$ cat config.mk
export PLATFORM = sky130hd
export DESIGN_NAME = fork_nav_ctrl
export DESIGN_NICKNAME = d
export VERILOG_FILES = /design/src/rtl/fork_nav_ctrl.sv
export SDC_FILE = /design/constraint.sdc
export NUM_CORES = 1
export LEC_CHECK = 0
export CAP_MARGIN = 20
export CORE_MARGIN = 2
export CORE_UTILIZATION = 50
export DETAILED_ROUTE_END_ITERATION = 12
export HOLD_SLACK_MARGIN = 0.03
export PLACE_DENSITY_LB_ADDON = 0.08
export SLEW_MARGIN = 40
export SYNTH_ARGS = -nofsm -noshare
export SYNTH_HDL_FRONTEND = slang
export SYNTH_SLANG_ARGS = --single-unit
$ cat constraint.sdc
create_clock -name clk -period 3.25 [get_ports clk]
set_input_delay 0.325 -clock clk [delete_from_list [all_inputs] [get_ports clk]]
set_output_delay 0.325 -clock clk [all_outputs]
set_load 0.05 [all_outputs]
$ cat src/rtl/fork_nav_ctrl.sv
// fork_nav_ctrl: navigation sequencer for a line-following car at track forks.
// The car drives forward until a fork is seen for DEBOUNCE_CYC cycles. It then
// stops for STOP_CYC cycles, turns for TURN_CYC cycles and drives forward again.
// The fork is counted once detect_fork has stayed low for DEBOUNCE_CYC cycles.
// Optional feature macro: FORK_DIR_INPUT_EN
//   undefined: the turn direction alternates, starting with left after reset.
//   defined:   dir_sel picks the direction (0 = left, 1 = right). It is
//              sampled when debouncing completes.
// All outputs are registered. They are computed from the next state, so they
// change on the same edge as the state.
module fork_nav_ctrl #(
  parameter int DEBOUNCE_CYC = 4,
  parameter int STOP_CYC     = 8,
  parameter int TURN_CYC     = 16
) (
  input  logic       clk,
  input  logic       rst_n,
  input  logic       enable,
  input  logic       detect_fork,
`ifdef FORK_DIR_INPUT_EN
  input  logic       dir_sel,
`endif
  output logic [1:0] move_cmd,
  output logic       busy,
  output logic [7:0] fork_count
);

  // One shared counter covers the longest of the three timed phases.
  localparam int CNT_MAX_A = (DEBOUNCE_CYC > STOP_CYC) ? DEBOUNCE_CYC : STOP_CYC;
  localparam int CNT_MAX   = (CNT_MAX_A > TURN_CYC) ? CNT_MAX_A : TURN_CYC;
  localparam int CNT_W     = $clog2(CNT_MAX + 1);

  localparam logic [CNT_W-1:0] DEB_LIM  = CNT_W'(DEBOUNCE_CYC);
  localparam logic [CNT_W-1:0] STOP_LIM = CNT_W'(STOP_CYC);
  localparam logic [CNT_W-1:0] TURN_LIM = CNT_W'(TURN_CYC);
  localparam logic [CNT_W-1:0] CNT_ONE  = CNT_W'(1);

  localparam logic [2:0] IDLE     = 3'd0;
  localparam logic [2:0] DEBOUNCE = 3'd1;
  localparam logic [2:0] STOP     = 3'd2;
  localparam logic [2:0] TURN     = 3'd3;
  localparam logic [2:0] EXIT     = 3'd4;

  localparam logic [1:0] CMD_STOP  = 2'b00;
  localparam logic [1:0] CMD_FWD   = 2'b01;
  localparam logic [1:0] CMD_LEFT  = 2'b10;
  localparam logic [1:0] CMD_RIGHT = 2'b11;

  logic [2:0]       state, state_nxt;
  logic [CNT_W-1:0] cnt, cnt_nxt, cnt_inc;
  logic             turn_right, turn_right_nxt;
  logic [7:0]       count_nxt;
  logic [1:0]       move_nxt;
  logic             pick_right;

`ifdef FORK_DIR_INPUT_EN
  assign pick_right = dir_sel;
`else
  logic toggle, toggle_nxt;
  assign pick_right = toggle;
`endif

  assign cnt_inc = cnt + CNT_ONE;

  // Next-state, counter, direction and fork-count logic for the fork sequence.
  always_comb begin
    state_nxt      = state;
    cnt_nxt        = cnt;
    turn_right_nxt = turn_right;
    count_nxt      = fork_count;
`ifndef FORK_DIR_INPUT_EN
    toggle_nxt     = toggle;
`endif
    if (!enable) begin
      state_nxt = IDLE;
      cnt_nxt   = '0;
    end else begin
      case (state)
        IDLE: begin
          if (detect_fork) begin
            state_nxt = DEBOUNCE;
            cnt_nxt   = CNT_ONE;
          end
        end
        DEBOUNCE: begin
          if (!detect_fork) begin
            state_nxt = IDLE;
            cnt_nxt   = '0;
          end else if (cnt_inc >= DEB_LIM) begin
            state_nxt      = STOP;
            cnt_nxt        = CNT_ONE;
            turn_right_nxt = pick_right;
`ifndef FORK_DIR_INPUT_EN
            toggle_nxt     = ~toggle;
`endif
          end else begin
            cnt_nxt = cnt_inc;
          end
        end
        STOP: begin
          if (cnt >= STOP_LIM) begin
            state_nxt = TURN;
            cnt_nxt   = CNT_ONE;
          end else begin
            cnt_nxt = cnt_inc;
          end
        end
        TURN: begin
          if (cnt >= TURN_LIM) begin
            state_nxt = EXIT;
            cnt_nxt   = '0;
          end else begin
            cnt_nxt = cnt_inc;
          end
        end
        EXIT: begin
          if (detect_fork) begin
            cnt_nxt = '0;
          end else if (cnt_inc >= DEB_LIM) begin
            state_nxt = IDLE;
            cnt_nxt   = '0;
            if (fork_count != 8'hFF) begin
              count_nxt = fork_count + 8'd1;
            end
          end else begin
            cnt_nxt = cnt_inc;
          end
        end
        default: begin
          state_nxt = IDLE;
          cnt_nxt   = '0;
        end
      endcase
    end
  end

  // Motion command that belongs to the state being entered on this edge.
  always_comb begin
    move_nxt = CMD_FWD;
    case (state_nxt)
      IDLE:    move_nxt = enable ? CMD_FWD : CMD_STOP;
      STOP:    move_nxt = CMD_STOP;
      TURN:    move_nxt = turn_right_nxt ? CMD_RIGHT : CMD_LEFT;
      default: move_nxt = CMD_FWD;
    endcase
  end

  // State, counter and registered outputs update together on each edge.
  always_ff @(posedge clk or negedge rst_n) begin
    if (!rst_n) begin
      state      <= IDLE;
      cnt        <= '0;
      turn_right <= 1'b0;
      move_cmd   <= CMD_STOP;
      busy       <= 1'b0;
      fork_count <= 8'd0;
    end else begin
      state      <= state_nxt;
      cnt        <= cnt_nxt;
      turn_right <= turn_right_nxt;
      move_cmd   <= move_nxt;
      busy       <= (state_nxt != IDLE);
      fork_count <= count_nxt;
    end
  end

`ifndef FORK_DIR_INPUT_EN
  // Alternating-direction bit. It survives enable drops and clears only on reset.
  always_ff @(posedge clk or negedge rst_n) begin
    if (!rst_n) begin
      toggle <= 1'b0;
    end else begin
      toggle <= toggle_nxt;
    end
  end
`endif

endmodule
# == Word-level counts from Yosys, hierarchy flattened ==
# Cells that the tools add are included.
# totals
input_bits,4
reg_bits,21
# classes
mux,25
reduce_logical,5
n_eq_ne,8
n_bitwise,2
n_addsub,2
n_lt_le_gt_ge,3
# ops
cell,count
two-way mux 5 bit,8
case mux 5 bit (5 select lines),1
two-way mux 3 bit,8
case mux 3 bit (5 select lines),1
"== test 3 x 2 -> 1 bit, second input constant",4
"adder 8 x 1 -> 8 bit, second input constant",1
"inequality test 8 bit, second input constant",1
logical NOT 3 bit,2
two-way mux 1 bit,6
case mux 2 bit (3 select lines),1
"adder 5 x 1 -> 5 bit, second input constant",1
">= comparator 5 x 3 -> 1 bit, second input constant",1
">= comparator 5 x 4 -> 1 bit, second input constant",1
">= comparator 5 bit, second input constant",1
AND reduction 5 bit,1
AND reduction 4 bit,1
"== test 3 x 1 -> 1 bit, second input constant",1
"== test 3 bit, second input constant",1
"inequality test 3 bit, second input constant",1
nonzero test 3 bit,1
NOT 1 bit,2

# == Logic depth before layout (Yosys ltp) ==
# Gate-level depths: netlist (run 1).
# depth
word_depth,8
ltp_mapped,7
mapped_depth_nobuf,6

# == Worst setup path before layout (run 1) ==
# OpenSTA, ideal clock, no wires.
# synth_path
path_kind,reg-to-reg
startpoint,register fork_count[3]
endpoint,register fork_count[1]
path_stages_with_launch,6
arrival_time_ns,1.776
slack_ns,1.349
n_path_buf,0
path_cell_list,dfrtp_1 > and3_1 > and3_4 > a31oi_4 > and3_4 > mux2_4
# synth_between
elab_chain_len,2
# synth_rtl
item,line_no,text
"start, declared",25,output logic [7:0] fork_count
"start signal, assigned",163,fork_count <= count_nxt;
inequality test 8 bit,122,if (fork_count != 8'hFF) begin
AND reduction 5 bit (no source line),--,
# Every way passes these cells.
# A chain may end at the register's enable or synchronous reset.

# == Worst setup path after layout (run 1) ==
# layout_path
startpoint,register cnt[0]
endpoint,register fork_count[1]
# layout_between
elab_chain_len,3
# layout_rtl
item,line_no,text
"start, declared",50,"logic [CNT_W-1:0] cnt, cnt_nxt, cnt_inc;"
"start signal, assigned",159,cnt <= cnt_nxt;
adder 5 x 1 -> 5 bit,63,assign cnt_inc = cnt + CNT_ONE;
>= comparator 5 x 3 -> 1 bit,119,end else if (cnt_inc >= DEB_LIM) begin
AND reduction 5 bit (no source line),--,
# Every way passes these cells.

==> impl_results.md, run 1 <==
* Status: complete, no violations
* IO Pins at 15
* Worst EP arrival at around 2.3 ns
* Synth Cell Area at 1200 um^2
* Fin. max-slew vios at 0
* Post-synthesis cell count at about 120
* Yosys Warn Count at 0
* Largest net degree at the start of global routing at 22
* GRT Total Usage at 0.190
* Layout Cells excl Fill at between 150 and 200
* Vias per std cell at 5.75
* Gr ovfl total at 0
* First-pass detailed-route iteration total at 4
* Synthesized Nets at about 130
* DP Area at approximately 1300 um^2
* Fin crit share at 0.662
* Drt drc at 0
* XOR/XNOR Fraction of Synth Area at 0.0658
* Peak supply drop at 0.241 mV
* Top FF cell, synth: dfrtp_1
* WL/cell at around 14 um
* Area share of the largest cell type after synthesis at 0.439
* Mux share of post-synthesis cell area at 0.0219
* Critical Path Fanout Max at 11
* Yosys reg bits at 21
* Vias in the first global route at between 800 and 900
* Number of placement rows at 17
* Critical path class: register to register
* Rel. slew slack at 0.539
* Die area at 2800 um^2
* Area Growth Syn to Fin at 14.1%
* Post-Synth Adder-Cell Area at 0.0313
* Nature of the critical path endpoint: register
* Reg clk slew, reported paths at roughly 0.11 ns
* Hold buffer count at cts at 1
* Area share of and/or/nand/nor cells after synthesis at 0.264
* Yosys top cell by area: dfrtp_1
* GPL Wtd Cong at ~0.85
* Post_cts resized at 0
* Sequential area share after synthesis at 0.439
* Cts bufs inserted at 3
* Multi-input gate area at ~620 um^2
* CTS H-Tree Depth at 1
* Worst Tran Pin Value at around 0.69 ns
* PwrDens at 316 nW/um^2
* Max-cap check violation count at 0
* First DRT Iteration DRCs at 19
* Clock Latency Late Sink at roughly 0.29 ns
* CTS sink cnt at 21
* Post-CTS Setup Bufs at 0
* Fin util at 0.612
* Placed cells at approximately 160
* Post-synth EDFFs at 0
* LEAKAGE at just under 0.0006 uW
* Synth area leaders: dfrtp_1, xnor2_1, ha_1
* Final min period at between 2 and 2.5 ns
* RSZ-0062 raised after global routing: false
* Filler Cells Inserted at between 200 and 250
* Antenna cell count at 0
* Fmax at 465 MHz
* Initial core utilization at 0.536
* Final antenna-violating net count at 0
* Most common cell after layout, fill and taps aside: dfrtp_1
* Floorplan die height at approximately 53 um
* Clock skew at 0.00166 ns
* Largest family of logic cells by synthesized area: simple AND/OR/NAND/NOR gates
* Clock root buffer: clkbuf_4
* Ys async rst share at 1.00
* Syn_area_per_cell at slightly above 10 um^2
* Yosys cell types at 42
* Routed WL at 2210 um
* Min-Delay Path Class: register to register
* Hold WS at around 0.47 ns
* Vias at 920
* Global-route wire length before repair at around 3900 um
* CP startpoint kind: register
* # nets final at 140
* Final Setup Violations at 0
* Worst path required time at 3.44 ns
* Port Buffers at 14
* Core area at 2230 um^2
* HPWL after detailed placement at approximately 1600 um
* Finished Cell Area at 1370 um^2
* Die X at about 53 um
* Final hold viol count at 0
* Synth Area in Compound Gates at 0.137
* Register area at about 530 um^2
* Most frequent cells in the layout: dfrtp_1, clkdlybuf4s50_1, nand2_1, nor2_1, xnor2_1
* Layout cells sized above 1 at 0.106
* Fin Setup TNS at 0 ns
* Initial antenna violation count at 0
* CTS tree: built
* CTS Buffer Depth at 2
state kept, by name, summed over array words and instances, names as in the netlist:
register,flops
fork_count,8
cnt,5
state,3
move_cmd,2
busy,1
pick_right,1
turn_right,1
stage by stage:
step                total power, uW  worst slack [ns]
floorplan                       298              1.35
global placement                314              1.15
detailed placement              314              1.09
CTS                             443              1.08
global route                    456             0.973
finish                          431              1.10
power by group:
group          internal (uW)  switching (uW)
combinational           14.4            24.2
sequential               265            5.80
clock                   47.8            74.2
Yosys cell counts (all sizes together), types with 2 or more instances:
| master | n |
|---|---|
| o22ai | 2 |
| dfrtp | 21 |
| nand4 | 6 |
| and4 | 2 |
| buf | 5 |
| xor2 | 2 |
| nor3 | 3 |
| xnor2 | 7 |
| o21a | 2 |
| mux2 | 2 |
| a21oi | 4 |
| ha | 3 |
| and3 | 5 |
| nand2 | 9 |
| a31oi | 2 |
| nor2 | 9 |
| nand2b | 6 |
| nand3 | 5 |
| inv | 3 |
| o21ai | 7 |
logic make-up after synthesis:
kind of cell,after synthesis
xor+xnor,9
fa+ha+maj,3
buf+inv,9
mux,2
compound gates,23
simple gates,52
flops,21
metal layers:
layer / track usage / share of wire / wire length (um) / vias up
li1: - / - / - / 459
met2: 0.296 / 0.46 / 1020 / 14
met5: 0 / 0 / 0 / -
met1: 0.259 / 0.49 / 1080 / 441
met4: 0.0812 / 0.015 / 33 / 0
met3: 0.0367 / 0.029 / 65 / 6
layout make-up:
cell class | count | area share
Sequential cell | 21 | 0.385
Timing Repair Buffer | 15 | 0.106
Clock buffer | 4 | 0.0192
Tap cell | 28 | 0.0256
Inverter | 3 | 0.00824
Multi-Input combinational cell | 89 | 0.456
worst paths after layout:
| path | startpoint | to | slack [ns] | depth (start not counted) |
|---|---|---|---|---|
| worst max-delay path | cnt[0] | fork_count[1] | 1.10 | 6 |
| worst min-delay path | pick_right | pick_right | 0.47 | 1 |
| worst max register to register | cnt[0] | fork_count[1] | 1.10 | 6 |
| worst min register to register | pick_right | pick_right | 0.47 | 1 |
| max in group asynchronous | rst_n | turn_right | 2.43 | 2 |
| min in group asynchronous | rst_n | state[2] | 0.50 | 2 |
worst max-delay path, stage by stage (launching register included):
cell and delay, ns:
dfrtp_1 0.46, ha_1 0.29, nand2_1 0.09, a21oi_1 0.05, nor2_1 0.55, and3_4 0.33
mux2_4 0.29
Note: power is estimated with default switching activity, not from simulation.
==> run 2, diff against run 1 <==
==> constraint.sdc (replaced) <==
create_clock -name clk -period 2.1 [get_ports clk]
set_input_delay 0.21 -clock clk [delete_from_list [all_inputs] [get_ports clk]]
set_output_delay 0.21 -clock clk [all_outputs]
set_load 0.05 [all_outputs]
==> run 2 against run 1 <==
  * Setup slack lost 0.85 ns
  * Via count grew 5.8%
  * Utilization up 1.8 points
  * Worst hold slack worse by 0.24 ns
  * Critical path type unchanged
  * Critical endpoint unchanged
  * Largest cell class unchanged
==> impl_results.md, run 2 (same netlist as run 1, synthesis figures left out) <==
* Status: complete, no violations
* Final hold viol count at 0 (unchanged)
* Routed WL at 2470 um (+12%)
* Most common cell after layout, fill and taps aside: dfrtp_1
* LEAKAGE at 0.000610 uW (+5.0%)
* Critical path class: register to register
* Drt drc at 0 (unchanged)
* CTS Buffer Depth at 2 (unchanged)
* Rel. slew slack at 0.661 (+0.122)
* Clock skew at 0.00941 ns (+0.00774 ns)
* WL/cell at 15.0 um (+8.6%)
* Fin crit share at 0.882 (+0.220)
* Finished Cell Area at 1410 um^2 (+3.0%)
* CP startpoint kind: register
* First DRT Iteration DRCs at 22 (+3)
* Top reg by flops: fork_count
* Worst EP arrival at 2.04 ns (-0.30 ns)
* Min-Delay Path Class: input pin to async pin
* Floorplan die height at 52.9 um (unchanged)
* Final min period at 1.85 ns (-0.300 ns)
* Global-route wire length before repair at 4400 um (+14%)
* DP Area at 1380 um^2 (+3.8%)
* HPWL after detailed placement at 1800 um (+10%)
* Worst Tran Pin Value at 0.507 ns (-0.182 ns)
* CTS tree: built
* Fin util at 0.630 (+0.0185)
* Clock root buffer: clkbuf_4
* Critical Path Fanout Max at 11 (unchanged)
* Die area at 2800 um^2 (unchanged)
* Vias per std cell at 5.90 (+2.6%)
* Clock Latency Late Sink at 0.30 ns (about the same)
* Initial core utilization at 0.536 (unchanged)
* Nature of the critical path endpoint: register
* GPL Wtd Cong at 0.802 (-5.4%)
* Crit Reg-Reg Endpoint: fork_count[1]
* Layout Cells excl Fill at 165 (+3.1%)
* Cts bufs inserted at 3 (unchanged)
* Fmax at 540 MHz (+16%)
* Post-CTS Setup Bufs at 0 (unchanged)
* Number of placement rows at 17 (unchanged)
* Gr ovfl total at 0 (unchanged)
* CTS sink cnt at 21 (unchanged)
* Initial antenna violation count at 0 (unchanged)
* Core area at 2230 um^2 (unchanged)
* Max reg flops at 8 (unchanged)
* Fin. max-slew vios at 0 (unchanged)
* Most frequent cells in the layout: dfrtp_1, clkdlybuf4s50_1, nand2_1, nor2_1, xnor2_1
* Fin Setup TNS at 0 ns (unchanged)
* IO Pins at 15 (unchanged)
* RR Startpoint: cnt[0]
* Reg clk slew, reported paths at 0.12 ns (about the same)
* Hold WS at 0.230 ns (-0.244 ns)
* Final Setup Violations at 0 (unchanged)
* Post_cts resized at 0 (unchanged)
* Worst path required time at 2.29 ns (-1.15 ns)
* CTS H-Tree Depth at 1 (unchanged)
* PwrDens at 484 nW/um^2 (+53%)
* Max-cap check violation count at 0 (unchanged)
* Filler Cells Inserted at 207 (+2.0%)
* R2r worst-path depth at 6 (unchanged)
* RSZ-0062 raised after global routing: false
* Largest net degree at the start of global routing at 22 (unchanged)
* Layout cells sized above 1 at 0.146 (+0.0399)
* Die X at 52.9 um (unchanged)
* First-pass detailed-route iteration total at 4 (unchanged)
* Port Buffers at 14 (unchanged)
* Antenna cell count at 0 (unchanged)
* Largest registers: fork_count (8), cnt (5), state (3)
* Hold buffer count at cts at 0 (-1)
* GRT Total Usage at 0.216 (+0.0258)
* Vias at 973 (+5.8%)
* Vias in the first global route at 963 (+10%)
* Placed cells at 161 (+3.9%)
* # nets final at 145 (+3.6%)
* Area Growth Syn to Fin at 17.6%
* Final antenna-violating net count at 0 (unchanged)
* Flop-to-flop setup slack at 0.25 ns (-0.85 ns)
* Peak supply drop at 0.410 mV (+70%)
-- run 2: changes by cell type in the layout (fill, tap and decap cells not counted) --
cell             change
clkbuf_1             -1
dlygate4sd3_1        -1
buf_2                -1
clkinv_2             +1
clkdlybuf4s50_1      +1
buf_4                +6
-- run 2: report_power, final --
group / leakage (uW) / internal (uW) / switching (uW) / total [uW]
Sequential: 0.000288 / 410 / 9.60 / 420
Combinational: 0.000305 / 25.8 / 39.3 / 65.1
Clock: 0.0000177 / 71.0 / 125 / 196
Total: 0.000610 / 507 / 174 / 681
-- run 2: per-stage QoR --
step / worst slack, ns / total power, uW
global placement: 0.220 / 491
CTS: 0.259 / 690
detailed placement: 0.180 / 494
global route: 0.100 / 710
finish: 0.249 / 681
floorplan: 0.199 / 462
-- run 2: how the worst max path moves through the flow --
| stage | from | to | slack [ns] | cells past startpoint |
|---|---|---|---|---|
| after floorplan | fork_count[3] | fork_count[1] | 0.20 | 5 |
| after global placement | detect_fork | fork_count[1] | 0.22 | 6 |
| after detailed placement | detect_fork | fork_count[1] | 0.18 | 6 |
| after CTS | cnt[0] | fork_count[1] | 0.26 | 6 |
| after global routing | cnt[0] | fork_count[1] | 0.10 | 6 |
| final | cnt[0] | fork_count[1] | 0.25 | 6 |
-- run 2: critical path, cell delays in order, from the launching register on --
cell and delay [ns]:
dfrtp_1 0.48, ha_1 0.28, nor4_1 0.23, nor2_1 0.07, buf_4 0.19, and3_4 0.19
mux2_4 0.29
-- run 2: layout make-up --
| class | count | area [um^2] | share of cell area |
|---|---|---|---|
| multi-input combinational | 89 | 623 | 0.443 |
| sequential | 21 | 526 | 0.373 |
| timing repair buffer | 20 | 185 | 0.132 |
| tap | 28 | 35.0 | 0.0249 |
| clock buffer | 3 | 22.5 | 0.0160 |
| inverter | 3 | 11.3 | 0.00800 |
| clock inverter | 1 | 5.00 | 0.00356 |
-- run 2: per-layer routing --
layer,share of wire,wire (um),up-vias,GRT usage
li1,-,-,465,-
met3,0.045,111,4,0.0395
met5,0,0,-,0
met2,0.49,1200,25,0.354
met4,0.0093,23,0,0.0641
met1,0.46,1140,479,0.291
==> run 3, diff against run 2 <==
==> constraint.sdc (replaced) <==
create_clock -name clk -period 1.8 [get_ports clk]
set_input_delay 0.18 -clock clk [delete_from_list [all_inputs] [get_ports clk]]
set_output_delay 0.18 -clock clk [all_outputs]
set_load 0.05 [all_outputs]
==> run 3 against run 2 <==
  * Die area is the same
  * First-iteration DRC count grew 18%
  * Design area grew 5.1%
  * Utilization grew 3.2 points
  * Critical path type is now register to output port
  * Critical endpoint is now fork_count[7]
  * Largest power group unchanged
  * Highest routed layer unchanged
==> impl_results.md, run 3 (same netlist as run 1, synthesis figures left out) <==
* Port Buffers at 14 (unchanged)
* Status: complete, no violations
* Crit Reg-Reg Endpoint: turn_right
* First-pass detailed-route iteration total at 5 (+1)
* Seq pwr share at 0.614 (-0.003)
* RSZ-0062 raised after global routing: false
* Initial antenna violation count at 0 (unchanged)
* Initial core utilization at 0.536 (unchanged)
* Vias per std cell at 5.76 (-2.3%)
* Worst Tran Pin Value at 0.502 ns (-0.00555 ns)
* Floorplan die height at 52.9 um (unchanged)
* Slowest cell on crit path: clkdlybuf4s50_1
* DP Area at 1430 um^2 (+3.5%)
* CTS Buffer Depth at 2 (unchanged)
* Logic pwr share at 0.108 (+0.012)
* Critical path class: register to output port
* Fmax at between 500 and 600 MHz
* Worst-path cell chain: clkdlybuf4s50_1
* RR Startpoint: cnt[1]
* HPWL after detailed placement at 1840 um (+2.5%)
* First DRT Iteration DRCs at 26 (+18%)
* Worst path depth at 1 (-5)
* Global-route wire length before repair at 4340 um (-1.4%)
* Nature of the critical path endpoint: output port
* LEAKAGE at 0.000641 uW (+5.0%)
* P_int at 598 uW (+18%)
* IO Pins at 15 (unchanged)
* Reg clk slew, reported paths at 0.12 ns (about the same)
* Antenna cell count at 0 (unchanged)
* Clock skew at 0.0126 ns (+0.00323 ns)
* Clock root buffer: clkbuf_4
* Rel. slew slack at 0.664 (+0.00371)
* Tot Pwr at 795 uW (+17%)
* Psw at 197 uW (+13%)
* Most common cell after layout, fill and taps aside: dfrtp_1
* Top reg by flops: fork_count
* Most frequent cells in the layout: dfrtp_1, clkdlybuf4s50_1, buf_4
* Peak supply drop at 0.620 mV (+51%)
* CTS sink cnt at 21 (unchanged)
* Post-CTS Setup Bufs at 0 (unchanged)
* Worst setup endpoint: fork_count[7]
* Final hold viol count at 0 (unchanged)
* GPL Wtd Cong at 0.819 (+2.2%)
* Final Setup Violations at 0 (unchanged)
* Die X at 52.9 um (unchanged)
* Max-cap check violation count at 0 (unchanged)
* Number of placement rows at 17 (unchanged)
* Area Growth Syn to Fin at 23.5%
* Die area at 2800 um^2 (unchanged)
* Worst path required time at 1.62 ns (-0.67 ns)
* Max reg flops at 8 (unchanged)
* Switching part of the total at 0.248 (-0.00749)
* Critical Path Fanout Max at 3 (-8)
* Gr ovfl total at 0 (unchanged)
* GRT Total Usage at 0.214 (-0.00202)
* Buf/Inv on CP at 1 (unchanged)
* Vias at 985 (+1.2%)
* Clock Latency Late Sink at 0.30 ns (about the same)
* Vias in the first global route at 952 (-1.1%)
* Finished Cell Area at 1480 um^2 (+5.1%)
* Fin crit share at 0.977
* Final min period at about 1.8 ns
* Layout cells sized above 1 at 0.231 (+0.0848)
* R2r worst-path depth at 7 (+1)
* Fin. max-slew vios at 0 (unchanged)
* CP startpoint kind: register
* CTS tree: built
* Drt drc at 0 (unchanged)
* Min-Delay Path Class: input pin to async pin
* CTS H-Tree Depth at 1 (unchanged)
* Largest registers: fork_count (8), cnt (5), state (3)
* Worst path max stage delay at 0.84 ns (+0.36 ns)
* Flop-to-flop setup slack at 0.09 ns (-0.16 ns)
* Routed WL at 2540 um (+2.8%)
* WL/cell at 14.9 um (-0.82%)
* # nets final at 151 (+4.1%)
* CP top delay family: buffers and inverters
* Largest net degree at the start of global routing at 22 (unchanged)
* Final antenna-violating net count at 0 (unchanged)
* Worst EP arrival at 1.58 ns (-0.46 ns)
* PwrDens at 538 nW/um^2 (+11%)
* Clock power frac at 0.278 (-0.009)
* Setup crit start: fork_count[7]
* Core area at 2230 um^2 (unchanged)
* Cts bufs inserted at 3 (unchanged)
==> run 3: metrics by stage <==
stage	instances	worst slack (ns)	hold WS (ns)	util	setup TNS, ns
finish	171	0.0417	0.210	0.662	0
global route	171	0.00250	0.218	0.662	0
CTS	171	0.0322	0.221	0.655	0
detailed placement	167	-0.0163	0.464	0.640	-0.0163
global placement	167	0.0510	0.454	0.640	0
floorplan	119	0.00742	-0.116	-	0
==> run 3: what timing repair did <==
action | CTS | global route
gates resized for setup | 1 | 4
hold endpoints to repair | 0 | 0
setup endpoints to repair | 1 | 3
hold buffers | 0 | 0
pin swaps | 0 | 0
==> run 3: cell type report <==
| class | count | area (um^2) |
|---|---|---|
| clock buffers | 3 | 22.5 |
| multi-input cells | 89 | 644 |
| clock inverters | 1 | 5.00 |
| flip-flops and latches | 21 | 531 |
| inverters | 3 | 11.3 |
| fillers | 184 | 754 |
| well taps | 28 | 35.0 |
| repair buffers | 26 | 230 |
==> run 3: worst min-delay path by stage <==
stage | end | cells after the start
CTS | cnt[0] | 2
floorplan | busy | 0
global route | move_cmd[1] | 2
finish | move_cmd[1] | 2
detailed placement | pick_right | 1
global placement | pick_right | 1
==> run 3: power groups by stage <==
stage               registers, uW  clock network [uW]  logic, uW
detailed placement            497                   0       85.8
global placement              497                   0       84.4
global route                  490                 257       94.5
finish                        488                 221       85.8
floorplan                     502                   0       37.4
CTS                           488                 232       86.1
==> run 3: per-layer routing <==
metal | GRT usage | part of all wire | routed length, um
met5 | 0 | 0 | 0
met4 | 0.0556 | 0.0067 | 17
met3 | 0.0282 | 0.028 | 71
met2 | 0.369 | 0.50 | 1260
met1 | 0.283 | 0.47 | 1190
